`src/rtl/mux_scan_ctrl.sv`:
```
`default_nettype none
// ============================================================================
// Module      : mux_scan_ctrl
// Description : Round-robin select generator and sampler for a 4:1 mux stage.
//               Holds each enabled channel for DWELL cycles, captures the mux
//               output D on the last dwell cycle and pulses VALID once per
//               completed sweep.
// Revision    : 1.0 - initial release
// ============================================================================
module mux_scan_ctrl #(
  parameter int DWELL = 4,
  parameter int CW    = 8
) (
  input  logic       clk,
  input  logic       rst,
  input  logic       EN,
  input  logic       HOLD,
  input  logic [3:0] MASK,
  input  logic       D,
  output logic       S1,
  output logic       S0,
  output logic [3:0] SAMPLE,
  output logic       VALID,
  output logic       BUSY
);

  typedef enum logic [0:0] {
    ST_IDLE  = 1'b0,
    ST_DWELL = 1'b1
  } state_t;

  localparam logic [CW-1:0] CNT_LAST = CW'(DWELL - 1);

  state_t        state_q, state_d;
  logic [CW-1:0] cnt_q,   cnt_d;
  logic [1:0]    sel_q,   sel_d;
  logic [3:0]    sample_q, sample_d;
  logic          valid_q, valid_d;

  // Lowest-index enabled channel (0 when the mask is empty; caller guards).
  function automatic logic [1:0] lowest_sel(input logic [3:0] m);
    logic [1:0] r;
    r = 2'd0;
    for (int i = 3; i >= 0; i--) begin
      if (m[i]) r = 2'(i);
    end
    return r;
  endfunction

  // Highest-index enabled channel; marks the end of a sweep.
  function automatic logic [1:0] highest_sel(input logic [3:0] m);
    logic [1:0] r;
    r = 2'd0;
    for (int i = 0; i < 4; i++) begin
      if (m[i]) r = 2'(i);
    end
    return r;
  endfunction

  // Next enabled channel strictly above cur, wrapping; a lone channel maps to itself.
  function automatic logic [1:0] next_sel(input logic [3:0] m, input logic [1:0] cur);
    logic [1:0] r;
    logic [1:0] idx;
    logic       found;
    r     = cur;
    found = 1'b0;
    for (int i = 1; i <= 4; i++) begin
      idx = cur + 2'(i);
      if (!found && m[idx]) begin
        r     = idx;
        found = 1'b1;
      end
    end
    return r;
  endfunction

  // Next-state, dwell counter, select and capture logic (EN > HOLD > count).
  always_comb begin
    state_d  = state_q;
    cnt_d    = cnt_q;
    sel_d    = sel_q;
    sample_d = sample_q;
    valid_d  = 1'b0;
    case (state_q)
      ST_IDLE: begin
        if (EN && (MASK != 4'b0000)) begin
          sel_d   = lowest_sel(MASK);
          cnt_d   = '0;
          state_d = ST_DWELL;
        end
      end
      ST_DWELL: begin
        if (!EN) begin
          // Abort: no capture, select is left where it was.
          state_d = ST_IDLE;
        end else if (HOLD) begin
          // Frozen; a pending capture waits here with cnt at its last value.
        end else if (cnt_q != CNT_LAST) begin
          cnt_d = cnt_q + CW'(1);
        end else begin
          sample_d[sel_q] = D;
          cnt_d           = '0;
          if (MASK == 4'b0000) begin
            state_d = ST_IDLE;
          end else begin
            sel_d   = next_sel(MASK, sel_q);
            valid_d = (sel_q == highest_sel(MASK));
          end
        end
      end
      default: state_d = ST_IDLE;
    endcase
  end

  // State and datapath registers with asynchronous reset.
  always_ff @(posedge clk or posedge rst) begin
    if (rst) begin
      state_q  <= ST_IDLE;
      cnt_q    <= '0;
      sel_q    <= 2'd0;
      sample_q <= 4'b0000;
      valid_q  <= 1'b0;
    end else begin
      state_q  <= state_d;
      cnt_q    <= cnt_d;
      sel_q    <= sel_d;
      sample_q <= sample_d;
      valid_q  <= valid_d;
    end
  end

  assign S1     = sel_q[1];
  assign S0     = sel_q[0];
  assign SAMPLE = sample_q;
  assign VALID  = valid_q;
  assign BUSY   = (state_q == ST_DWELL);

endmodule
`default_nettype wire

```
`config.mk`:
```
export PLATFORM = sky130hd
export DESIGN_NAME = mux_scan_ctrl
export DESIGN_NICKNAME = d
export VERILOG_FILES = /design/src/rtl/mux_scan_ctrl.sv
export SDC_FILE = /design/constraint.sdc
export NUM_CORES = 1
export LEC_CHECK = 0
export ABC_AREA = 0
export BUFFER_PORTS_ARGS = -buffer_cell sky130_fd_sc_hd__buf_2
export CORE_UTILIZATION = 60
export CTS_BUF_LIST = sky130_fd_sc_hd__clkbuf_4 sky130_fd_sc_hd__clkbuf_8
export DETAILED_ROUTE_END_ITERATION = 10
export GPL_TIMING_DRIVEN = 0
export HOLD_SLACK_MARGIN = 0.03
export PLACE_DENSITY = 0.84
export SLEW_MARGIN = 20
export SYNTH_ARGS = -nofsm -noshare
export SYNTH_HDL_FRONTEND = slang
export SYNTH_SLANG_ARGS = --single-unit
```
`constraint.sdc`:
```
create_clock -name clk -period 5.4 [get_ports clk]
set_clock_uncertainty 0.2 [all_clocks]
set_input_delay 1.08 -clock clk [delete_from_list [all_inputs] [get_ports clk]]
set_output_delay 1.08 -clock clk [all_outputs]
set_load 0.01 [all_outputs]
```
* After elaboration in Yosys (flattened, before gate mapping)
Cells that the tools add are included.
Operators by class: add/subtract/negate cells 4, $mul 0, div/mod/pow operators 0, $lt $le $gt $ge 5, eq/ne operators 9, shifts and indexed selects 0, multiplexer cells 67, bitwise logic cells 3, reductions and logical operators 13
Operators with widths (number):
- $mux W2 | 20
- $mux W1 | 34
- $mux W8 | 4
- $pmux W8 S2 | 1
- $lt A2 B3 Y1 const B | 4
- $ne A2 B2 Y1 const B | 6
- $add A8 B1 Y8 const B | 1
- $bmux W1 S2 | 4
- $ne A8 B2 Y1 const B | 1
- $reduce_and A7 Y1 | 1
- $logic_and A1 B1 Y1 | 5
- $add A2 B2 Y2 const B | 2
- $bwmux W4 | 1
- $logic_not A4 Y1 | 1
- $ne A4 B1 Y1 const B | 1
- $pmux W2 S2 | 1
- $reduce_and A4 Y1 | 1
- $reduce_bool A4 Y1 | 1
- $logic_not A1 Y1 | 3
- $not A1 Y1 | 3
- $reduce_and A3 Y1 | 1
- $add A2 B1 Y2 const B | 1
- $demux W1 S2 | 1
- $eq A2 B2 Y1 | 1
- other kinds (2) | 2
Word-level totals: register bits 16, bits in latches 0, bits in writable memories 0, ROM bits 0, bits of input ports 9, output and inout bits 8, logic and storage cells 106, memories 0

* Longest topological paths before layout
Gate-level depths: netlist of run 1.
depth in word-level cells 33, depth in mapped cells 8, depth with buffers taken out 7

* Worst setup path after synthesis of run 1
OpenSTA, ideal clock, no wires.
kind input to register, start in MASK[3], end reg sel_q[0], library setup time 128 ps, arrival 2419 ps, data required time 5072 ps, setup slack 2653 ps, stages 6, path buffers 1, cell sequence clkbuf_2 mux4_2 nor2_1 nand3_1 a31oi_1 mux2_1
Between the ends: longest elaborated chain between the ends 28, elaborated cells on any way between the ends 53, those cells by class eq/ne: 4; mux: 39; reduce/logical: 10
RTL lines:
- start: declaration | RTL line 18 | input logic [3:0] MASK,
- $bmux W1 S2 | RTL line 69 | if (!found && m[idx]) begin
- $mux W1 (not written as such) | RTL line 69
- $mux W1 | RTL line 69
- $mux W1 | RTL line 103 | if (MASK == 4'b0000) begin
- $mux W1 | RTL line 98 | end else if (cnt_q != CNT_LAST) begin
- $mux W1 | RTL line 96 | end else if (HOLD) begin
- $mux W1 | RTL line 93 | if (!EN) begin
- $mux W1 | RTL line 84 | case (state_q)
- [12 not listed]
- $mux W1 | RTL line 98
- $mux W1 | RTL line 96
- $mux W1 | RTL line 93
- $mux W1 | RTL line 84
- $logic_not A1 Y1 | RTL line 69
- $logic_and A1 B1 Y1 | RTL line 69
- $ne A2 B2 Y1 (no line)
- $reduce_and A7 Y1 (no line)
- end signal: assignment | RTL line 126 | sel_q <= sel_d;
- end: declaration | RTL line 36 | logic [1:0] sel_q, sel_d;
Parallel ways exist; a longest one is shown, timed or not. The select of a mux whose other input is x is not followed. A chain may end at the register's enable or synchronous reset.

* Worst setup path in the final report of run 1
start in MASK[1], end reg sel_q[0]
The elaborated chain is that of the path after synthesis.

==> results.ini, run 1 <==
[die]
die_area_um2 = 1860
chipHeight_um = 43.2
placeable_core_area_um2 = 1540
io_pins = 17
die-width_um = 43.2
initial_core_util = 0.659
rows = 14

[detailed_routing]
drc_errors = 0
drt_wl_total_um = 1810
detail_route.wl_per_cell_um = 12.8
drt-initial-drc-count = 26
route.antenna.remaining_nets = 0
detailedRoute.firstPassIterationCount = 4
route.vias.total = 823
via_per_instance_ratio = 5.84

[global_routing]
grt_antenna_before_repair = 0
first_global_vias = 749
overall_global_routing_resource_usage = 0.231
grt_first_pass_wirelength_um = 3220
grt_start_max_net_pins = 17
grt_remaining_overflow = 0

[timing]
slew_headroom = 0.601
hold_viol_final = 0
tightestPinTransition_ns = 0.598
timing.setup.tns_ns = 0
layout_worst_path_cycle_share = 0.480
final_period_minus_worst_setup_slack_ns = 2.59
report.final.slew_viol_count = 0
maxClockFrequency_mhz = 386
setup_viol = 0
setup_ws_ns = 2.81
rsz0062_at_grt = no

[clock_network]
cts_hold_buf = 0
cts-buffers-inserted = 3
cts_max_level = 1
postCtsSetupBuffers = 0
cts_max_path_buffers = 2
cts_num_sinks = 16
insertion_delay_ns = 0.28
cts_tree = yes
clock_tree.root_cell = clkbuf_4
cts_repair_resize_count = 0
clock_transition_at_the_registers_of_the_reported_paths_ns = 0.09

[logic_synthesis]
ys_async_sr_fraction = 1.00
synth_xor_area_frac = 0.0517
synth_seq_cells = 16
synth.area.mux_share = 0.118
yosys.cell_types.count = 34
synth_nets = 120
syn_area_per_cell_um2 = 9.58
synth_ff_type = dfrtp_1
yosysWarningCount = 0
post_synth_fa_ha_maj_area_fraction = 0.0616
post_synth_and_or_nand_nor_area_fraction = 0.209
synthesis.area_um2 = 1020
synth_enable_flop_cells = 0
ys_seq_area_frac = 0.394
synth_compound_gate_area_share = 0.112
combinational_family_with_the_most_area_after_synthesis = simple AND/OR/NAND/NOR gates
syn_inst = 106

[power_and_ir_drop]
cellPowerDensity_nw_per_um2 = 348
combinationalPowerShare = 0.410
power.sequential.fraction = 0.393
irDropWorstVdd_uv = 317
switchingPower_uw = 144
clkPwrFrac = 0.197
power.share.switching = 0.360
total_leakage_power_nw = 0.572
power_report.internal_total_uw = 256

[layout]
drive_above_1_share = 0.240
fill_cell_count = 113
area_growth_syn_to_layout_pct = 12.9
mostFrequentLayoutCells = 16 x dfrtp_1, 15 x buf_2, 11 x nor2_1
num-nets-final = 140
area.sequential_um2 = 400
multi_input_area_um2 = 562
final_std_cells_w_o_fill = 141
antenna-diode-count = 0
layout_commonest_cell = dfrtp_1

[placement]
finalWeightedCongestion = 0.814
portBuffers = 15
pre_cts_slack_ns = 2.52
placed_cells_incl_taps = 137
detailedPlacementHpwl_um = 1360

[setup_path]
critPathCaptureType = flip-flop
timing.critical_path.required_ns = 5.37
reg2reg_depth = 6
worst-endpoint-arrival_ns = 2.56
r2r-end = sel_q[0]$_DFFE_PP0P_
critical-path-top-delay-family = multiplexers
setup.reg_to_reg.worst_slack_ns = 3.14
crit_path_max_fanout = 8
worstPathBufferInverterCount = 1
timing.critical_path.slowest_stage_cell = mux4_2
path_cells = buf_2 -> mux4_2 -> nor2_1 -> nand3_1 -> a31oi_1 -> mux2_1
worst_r2r_src = sel_q[0]$_DFFE_PP0P_
critical_path.max_stage_delay_ns = 0.52
cp-start-kind = primary input
path_class = in -> reg
critical_path_stages = 6

[flow_run]
drv_cap = 0

[min_path]
hold_path.startpoint = cnt_q[0]$_DFFE_PP0P_
worst_hold_path.endpoint = cnt_q[0]$_DFFE_PP0P_
worst_hold_path_type = reg -> reg
whs_path_depth = 1

[run_status]
run_status = completed

-- sequential cells by signal (all words and copies together), names as in the netlist --
| signal | count |
|---|---|
| BUSY | 1 |
| SAMPLE | 4 |
| VALID | 1 |
| cnt_q | 8 |
| sel_q | 2 |
-- Yosys cell counts (all sizes together), types with 2 or more instances --
library cell  instances  area share
dfrtp                16        0.39
nor2                 11       0.041
nand2                 8       0.030
inv                   6       0.022
mux2                  6       0.066
xor2                  6       0.052
ha                    5       0.062
a21oi                 4       0.020
nand3                 4       0.020
and2                  3       0.018
mux2i                 3       0.030
nand4                 3       0.018
nor3                  3       0.015
nor4                  3       0.018
o21ai                 3       0.015
a21boi                2       0.015
a21o                  2       0.016
a31oi                 2       0.012
and3                  2       0.012
buf                   2       0.022
clkbuf                2      0.0086
o211ai                2       0.015
-- cells by family after synthesis --
group           count (synthesis)
compound gates                 17
fa+ha+maj                       5
xor+xnor                        6
mux                            10
simple gates                   42
flops                          16
buf+inv                        10
-- metrics by stage --
step | hold slack (ns) | area, um2 | utilization | total power, mW
6_report | 0.312 | 1150 | 0.744 | 0.399
3_3_place_gp | 0.287 | 1110 | 0.721 | 0.315
5_1_grt | 0.329 | 1150 | 0.744 | 0.433
3_5_place_dp | 0.294 | 1110 | 0.721 | 0.322
4_1_cts | 0.316 | 1150 | 0.744 | 0.401
2_1_floorplan | 0.270 | 1020 | - | 0.281
-- metal layers --
| metal | vias to the layer above | track usage | part of all wire |
|---|---|---|---|
| li1 | 412 | - | - |
| met5 | - | 0 | 0 |
| met2 | 10 | 0.373 | 0.48 |
| met1 | 397 | 0.308 | 0.48 |
| met4 | 0 | 0.0909 | 0.013 |
| met3 | 4 | 0.0383 | 0.020 |
-- worst max-delay path by stage --
stage / start / endpoint / slack, ns
6_report: MASK[1] / sel_q[0]$_DFFE_PP0P_ / 2.81
5_1_grt: MASK[1] / cnt_q[7]$_DFFE_PP0P_ / 2.70
4_1_cts: MASK[1] / sel_q[0]$_DFFE_PP0P_ / 2.82
3_5_place_dp: MASK[1] / sel_q[0]$_DFFE_PP0P_ / 2.52
3_3_place_gp: MASK[1] / sel_q[0]$_DFFE_PP0P_ / 2.54
2_1_floorplan: MASK[3] / sel_q[0]$_DFFE_PP0P_ / 2.65
-- power groups by stage --
stage          Clock [mW]  Sequential [mW]  Combinational [mW]
6_report           0.0786            0.157               0.164
5_1_grt            0.0851            0.161               0.187
4_1_cts            0.0800            0.157               0.164
3_5_place_dp            0            0.160               0.163
3_3_place_gp            0            0.158               0.157
2_1_floorplan           0            0.161               0.120
-- final cells by class --
class / instances / area share
Multi-Input combinational cell: 80 / 0.490
Inverter: 6 / 0.0196
Timing Repair Buffer: 15 / 0.0654
Buffer: 4 / 0.0273
Sequential cell: 16 / 0.349
Clock buffer: 4 / 0.0316
Tap cell: 16 / 0.0174
Power figures use the tool's default switching activity.
==> run 2: changes to the inputs <==
ABC_AREA = 1   (was 0)
CORE_UTILIZATION = 53   (was 60)
PLACE_DENSITY = 0.77   (was 0.84)
clock period = 2.2 ns   (was 5.4 ns; I/O delays follow)
==> results.ini, run 2 <==
[logic_synthesis]
top_area_cells_in_the_synthesized_netlist = dfrtp_1 33%, nand2_1 13%, nand3_1 7.8%  ; was dfrtp_1 39%, ha_1 6.2%, mux2_2 5.5%
ys_seq_area_frac = 0.329  ; was 0.394
yosysMostFrequentCell = nand2_1  ; was dfrtp_1
synth.area.mux_share = 0.0329  ; was 0.118
synth.top_cells.by_count = 43 x nand2_1, 20 x inv_1, 19 x nand3_1  ; was 16 x dfrtp_1, 11 x nor2_1, 8 x nand2_1
synth_nets = 176  ; was 120
synth_ff_type = dfrtp_1  ; unchanged
yosys.area.top_type_share = 0.329  ; was 0.394
post_synth_fa_ha_maj_area_fraction = 0.0514  ; was 0.0616
synth_xor_area_frac = 0.0144  ; was 0.0517
syn_area_per_cell_um2 = 7.51  ; was 9.58 um2
yosysWarningCount = 0  ; unchanged
synth_enable_flop_cells = 0  ; unchanged
post_synth_and_or_nand_nor_area_fraction = 0.408  ; was 0.209
ys_async_sr_fraction = 1.00  ; unchanged
synthDominantAreaCellType = dfrtp_1  ; unchanged
synth_seq_cells = 16  ; unchanged
combinational_family_with_the_most_area_after_synthesis = simple AND/OR/NAND/NOR gates  ; unchanged
synth_compound_gate_area_share = 0.0720  ; was 0.112
yosys.cell_types.count = 28  ; was 34
synthesis.area_um2 = 1220  ; was 1020 um2
syn_inst = 162  ; was 106

[timing]
setup_ws_ns = 0.163  ; was 2.81 ns
setup_viol = 0  ; unchanged
final_period_minus_worst_setup_slack_ns = 2.04
layout_worst_path_cycle_share = 0.926
tightestPinTransition_ns = 0.641  ; was 0.598 ns
timing.hold.ws_ns = 0.0226  ; was 0.312 ns
timing.setup.tns_ns = 0  ; unchanged
hold_viol_final = 0  ; unchanged
maxClockFrequency_mhz = 491
report.final.slew_viol_count = 0  ; unchanged
slew_headroom = 0.572  ; was 0.601

[power_and_ir_drop]
cellPowerDensity_nw_per_um2 = 1000  ; was 348 nW/um2
total_leakage_power_nw = 0.763  ; was 0.572 nW
irDropWorstVdd_uv = 846  ; was 317 uV
power_mw = 1.39  ; was 399 uW

[setup_path]
crit_path_max_fanout = 7  ; was 8
path_class = reg -> reg  ; was in -> reg
worst-endpoint-arrival_ns = 2.02  ; was 2.56 ns
cp-start-kind = flip-flop  ; was primary input
reg2reg_depth = 10  ; was 6
critPathCaptureType = flip-flop  ; unchanged
timing.critical_path.required_ns = 2.18  ; was 5.37 ns

[die]
initial_core_util = 0.590  ; was 0.659
chipHeight_um = 49.9  ; was 43.2 um
io_pins = 17  ; unchanged
die_area_um2 = 2490  ; was 1860 um2
rows = 16  ; was 14
die-width_um = 49.9  ; was 43.2 um
placeable_core_area_um2 = 2060  ; was 1540 um2

[placement]
placed_cells_incl_taps = 205  ; was 137
portBuffers = 16  ; was 15
dpl-instance-area_um2 = 1330  ; was 1110 um2
detailedPlacementHpwl_um = 1930  ; was 1360 um
pre_cts_slack_ns = 0.0692  ; was 2.52 ns
finalWeightedCongestion = 0.916  ; was 0.814

[detailed_routing]
drt_wl_total_um = 2500  ; was 1810 um
detailedRoute.firstPassIterationCount = 4  ; unchanged
drt-initial-drc-count = 25  ; was 26
detail_route.wl_per_cell_um = 11.8  ; was 12.8 um
route.vias.total = 1125  ; was 823
drc_errors = 0  ; unchanged
via_per_instance_ratio = 5.31  ; was 5.84
route.antenna.remaining_nets = 0  ; unchanged

[layout]
postLayoutCellArea_um2 = 1380  ; was 1150 um2
layout_commonest_cell = nand2_1  ; was dfrtp_1
final_std_cells_w_o_fill = 212  ; was 141
utilization = 0.671  ; was 0.744
mostFrequentLayoutCells = 43 x nand2_1, 20 x inv_1, 19 x nand3_1  ; was 16 x dfrtp_1, 15 x buf_2, 11 x nor2_1
flip_flop_count_of_the_largest_register_after_layout = 8  ; unchanged
largest-register = cnt_q  ; unchanged
num-nets-final = 201  ; was 140
drive_above_1_share = 0.259  ; was 0.240
area_growth_syn_to_layout_pct = 13.8  ; was 12.9%
antenna-diode-count = 0  ; unchanged

[clock_network]
cts_max_path_buffers = 2  ; unchanged
cts_hold_buf = 0  ; unchanged
clock_transition_at_the_registers_of_the_reported_paths_ns = 0.09  ; about the same
cts_tree = yes  ; unchanged
clock_tree.root_cell = clkbuf_4  ; unchanged
cts_num_sinks = 16  ; unchanged
insertion_delay_ns = 0.28  ; about the same
cts_max_level = 1  ; unchanged
cts-buffers-inserted = 3  ; unchanged

[min_path]
worst_hold_path_type = in -> async  ; was reg -> reg

[global_routing]
grt_remaining_overflow = 0  ; unchanged
grt_antenna_before_repair = 0  ; unchanged
first_global_vias = 1060  ; was 749
grt_start_max_net_pins = 17  ; unchanged
overall_global_routing_resource_usage = 0.229  ; was 0.231
grt_first_pass_wirelength_um = 4400  ; was 3220 um

[run_status]
run_status = completed  ; unchanged

[flow_run]
drv_cap = 0  ; unchanged

[run 2: report_power, final]
| part | switching, mW | leakage, nW | total, mW | internal (mW) |
|---|---|---|---|---|
| clock | 0.0899 | 0.0138 | 0.153 | 0.0636 |
| combinational | 0.493 | 0.536 | 0.807 | 0.314 |
| sequential | 0.0697 | 0.213 | 0.430 | 0.361 |
[run 2: path summary, 6_finish.rpt]
kind,start,to,slack [ns]
worst max-delay path,sel_q[1]$_DFFE_PP0P_,sel_q[0]$_DFFE_PP0P_,0.16
worst min-delay path,rst,cnt_q[7]$_DFFE_PP0P_,0.02
worst max register to register,sel_q[1]$_DFFE_PP0P_,sel_q[0]$_DFFE_PP0P_,0.16
worst min register to register,SAMPLE[1]$_DFFE_PP0P_,SAMPLE[1]$_DFFE_PP0P_,0.29
max in group asynchronous,rst,sel_q[1]$_DFFE_PP0P_,1.33
min in group clk,D,SAMPLE[1]$_DFFE_PP0P_,0.21
[run 2: final cells by class]
cell class | instances | area, um2
tap | 27 | 33.8
inverter | 24 | 92.6
timing repair buffer | 20 | 110
sequential | 16 | 402
fill | 180 | 678
multi-input combinational | 120 | 704
buffer | 2 | 18.8
clock buffer | 3 | 22.5
[run 2: kinds of logic after synthesis]
kind of cell	after synthesis
AND/OR/NAND/NOR	94
buffers and inverters	26
flip-flops	16
AO/OA/AOI/OAI	15
adder cells (fa/ha/maj)	5
multiplexers	4
XOR/XNOR	2
[run 2: layer usage]
metal / global-route usage / vias to the layer above / share of wire
li1: - / 575 / -
met1: 0.287 / 517 / 0.46
met2: 0.392 / 31 / 0.48
met3: 0.0617 / 2 / 0.050
met4: 0.0476 / 0 / 0.0040
met5: 0 / - / 0
[run 2: what timing repair did]
| item | in CTS | in global routing |
|---|---|---|
| buffers inserted | 0 | 4 |
| setup endpoints to repair | 0 | 2 |
| gates resized for setup | 0 | 1 |
[run 2: worst max-delay path, stage by stage, from the launching register on]
cell and delay (ns):
dfrtp_2 0.45, inv_1 0.12, ha_1 0.37, inv_1 0.15, nand3_1 0.11, nand2_2 0.11
nand4_1 0.14, nand3_1 0.13, nand2_1 0.06, nand2_1 0.05, nand2_1 0.05
==> run 3: changes to the inputs <==
CTS_BUF_LIST = sky130_fd_sc_hd__clkbuf_2   (was sky130_fd_sc_hd__clkbuf_4 sky130_fd_sc_hd__clkbuf_8)
PLACE_DENSITY = 0.8   (was 0.77)
TNS_END_PERCENT = 100   (was not set)
==> results.ini, run 3 (synthesis results as in run 2) <==
[clock_network]
cts_max_path_buffers = 2  ; unchanged
cts_num_sinks = 16  ; unchanged
cts_tree = yes  ; unchanged
clock_transition_at_the_registers_of_the_reported_paths_ns = 0.15  ; was 0.09 ns
cts_max_level = 1  ; unchanged
insertion_delay_ns = 0.28  ; about the same
cts-buffers-inserted = 3  ; unchanged
clock_tree.root_cell = clkbuf_2  ; was clkbuf_4

[placement]
finalWeightedCongestion = 0.870  ; was 0.916
portBuffers = 16  ; unchanged
detailedPlacementHpwl_um = 2050  ; was 1930 um
pre_cts_slack_ns = 0.0167  ; was 0.0692 ns
dpl-instance-area_um2 = 1330  ; unchanged

[timing]
final_period_minus_worst_setup_slack_ns = 2.01  ; was 2.04 ns
tightestPinTransition_ns = 0.618  ; was 0.641 ns
setup_ws_ns = 0.194  ; was 0.163 ns
layout_worst_path_cycle_share = 0.912  ; was 0.926
timing.setup.tns_ns = 0  ; unchanged
maxClockFrequency_mhz = 498  ; was 491 MHz
report.final.slew_viol_count = 0  ; unchanged
setup_viol = 0  ; unchanged
rsz0062_at_grt = no
hold_viol_final = 0  ; unchanged
timing.hold.ws_ns = 0.227  ; was 0.0226 ns
slew_headroom = 0.588  ; was 0.572

[die]
die_area_um2 = 2490  ; unchanged
rows = 16  ; unchanged
io_pins = 17  ; unchanged
chipHeight_um = 49.9  ; unchanged
initial_core_util = 0.590  ; unchanged
placeable_core_area_um2 = 2060  ; unchanged
die-width_um = 49.9  ; unchanged

[power_and_ir_drop]
power.share.switching = 0.481  ; was 0.469
total_leakage_power_nw = 0.769  ; was 0.763 nW
clkPwrFrac = 0.091  ; was 0.110
power_report.internal_total_uw = 725  ; was 738 uW
power_mw = 1.40  ; was 1.39 mW
switchingPower_uw = 672  ; was 653 uW
combinationalPowerShare = 0.608  ; was 0.580
power.sequential.fraction = 0.302  ; was 0.309
cellPowerDensity_nw_per_um2 = 1000  ; about the same
irDropWorstVdd_uv = 555  ; was 846 uV

[layout]
postLayoutCellArea_um2 = 1390  ; was 1380 um2
flip_flop_count_of_the_largest_register_after_layout = 8  ; unchanged
drive_above_1_share = 0.267  ; was 0.259
fill_cell_count = 168  ; was 180
num-nets-final = 203  ; was 201
layout_commonest_cell = nand2_1  ; unchanged
area.sequential_um2 = 402  ; unchanged
largest-register = cnt_q  ; unchanged
area_growth_syn_to_layout_pct = 14.6  ; was 13.8%
multi_input_area_um2 = 704  ; unchanged
mostFrequentLayoutCells = 43 x nand2_1, 19 x inv_1, 19 x nand3_1  ; was 43 x nand2_1, 20 x inv_1, 19 x nand3_1
antenna-diode-count = 0  ; unchanged

[setup_path]
reg2reg_depth = 11  ; was 10
path_class = reg -> reg  ; unchanged
worst-endpoint-arrival_ns = 1.99  ; was 2.02 ns
critPathCaptureType = flip-flop  ; unchanged
cp-start-kind = flip-flop  ; unchanged
crit_path_max_fanout = 8  ; was 7
timing.critical_path.required_ns = 2.19  ; was 2.18 ns

[global_routing]
gr-usage-met2 = 0.401  ; was 0.392
use_met1 = 0.350  ; was 0.287
grt_first_pass_wirelength_um = 4800  ; was 4400 um
grt_remaining_overflow = 0  ; unchanged
first_global_vias = 1064  ; was 1060
grt_start_max_net_pins = 17  ; unchanged
grt-busiest-layer = met2  ; unchanged
grt_antenna_before_repair = 0  ; unchanged
grt.met3_usage = 0.0401  ; was 0.0617
overall_global_routing_resource_usage = 0.247  ; was 0.229

[detailed_routing]
route.vias.total = 1184  ; was 1125
drt_wl_total_um = 2640  ; was 2500 um
route.antenna.remaining_nets = 0  ; unchanged
drc_errors = 0  ; unchanged
via_per_instance_ratio = 5.53  ; was 5.31
drt-initial-drc-count = 62  ; was 25
detailedRoute.firstPassIterationCount = 4  ; unchanged
detail_route.wl_per_cell_um = 12.3  ; was 11.8 um

[flow_run]
drv_cap = 0  ; unchanged

[min_path]
worst_hold_path_type = in -> reg  ; was in -> async
whs_path_depth = 3

[run_status]
run_status = completed  ; unchanged

run 3: routing by layer:
layer  part of all wire  up-vias  wire [um]
met2               0.48       49       1280
met1               0.45      558       1190
met5                  0        -          0
li1                   -      577          -
met4                  0        0          0
met3              0.066        0        173
run 3: through the flow:
stage               std cells   util
detailed placement        205  0.645
floorplan                 162      -
global route              214  0.676
global placement          205  0.645
finish                    214  0.676
CTS                       209  0.658
run 3: worst paths after layout:
check                                             end  slack (ns)                   from
worst max-delay path             sel_q[0]$_DFFE_PP0P_        0.19   sel_q[0]$_DFFE_PP0P_
worst min-delay path            SAMPLE[0]$_DFFE_PP0P_        0.23                      D
worst max register to register   sel_q[0]$_DFFE_PP0P_        0.19   sel_q[0]$_DFFE_PP0P_
worst min register to register  SAMPLE[2]$_DFFE_PP0P_        0.31  SAMPLE[2]$_DFFE_PP0P_
max in group asynchronous        sel_q[1]$_DFFE_PP0P_        0.81                    rst
min in group asynchronous       SAMPLE[3]$_DFFE_PP0P_        0.56                    rst
run 3: repair_timing:
action,CTS,global route
cloned,0,0
gates resized for setup,1,1
hold buffers,1,0
setup buffers,0,5
endpoints found under the hold margin,16,0
endpoints found under the setup margin,2,2
run 3: worst max-delay path, stage by stage, from the launching register on:
cell and delay [ns]:
dfrtp_1 0.41, buf_6 0.16, inv_4 0.06, ha_1 0.34
inv_2 0.11, nand3_1 0.10, nand2_2 0.12, nand4_1 0.14
nand3_1 0.12, nand2_1 0.06, nand2_1 0.05, nand2_1 0.05
run 3: power groups by stage:
stage,registers [mW],logic [mW],clock network [mW]
2_1_floorplan,0.445,0.553,0
3_3_place_gp,0.436,0.706,0
3_5_place_dp,0.441,0.746,0
4_1_cts,0.436,0.750,0.133
5_1_grt,0.429,0.962,0.147
6_report,0.421,0.849,0.127
run 3: area by class of cell:
cell class / instances / share of cell area
multi-input combinational: 120 / 0.505
clock buffer: 3 / 0.0108
sequential: 16 / 0.288
timing repair buffer: 22 / 0.0916
inverter: 24 / 0.0664
tap: 27 / 0.0242
buffer: 2 / 0.0135
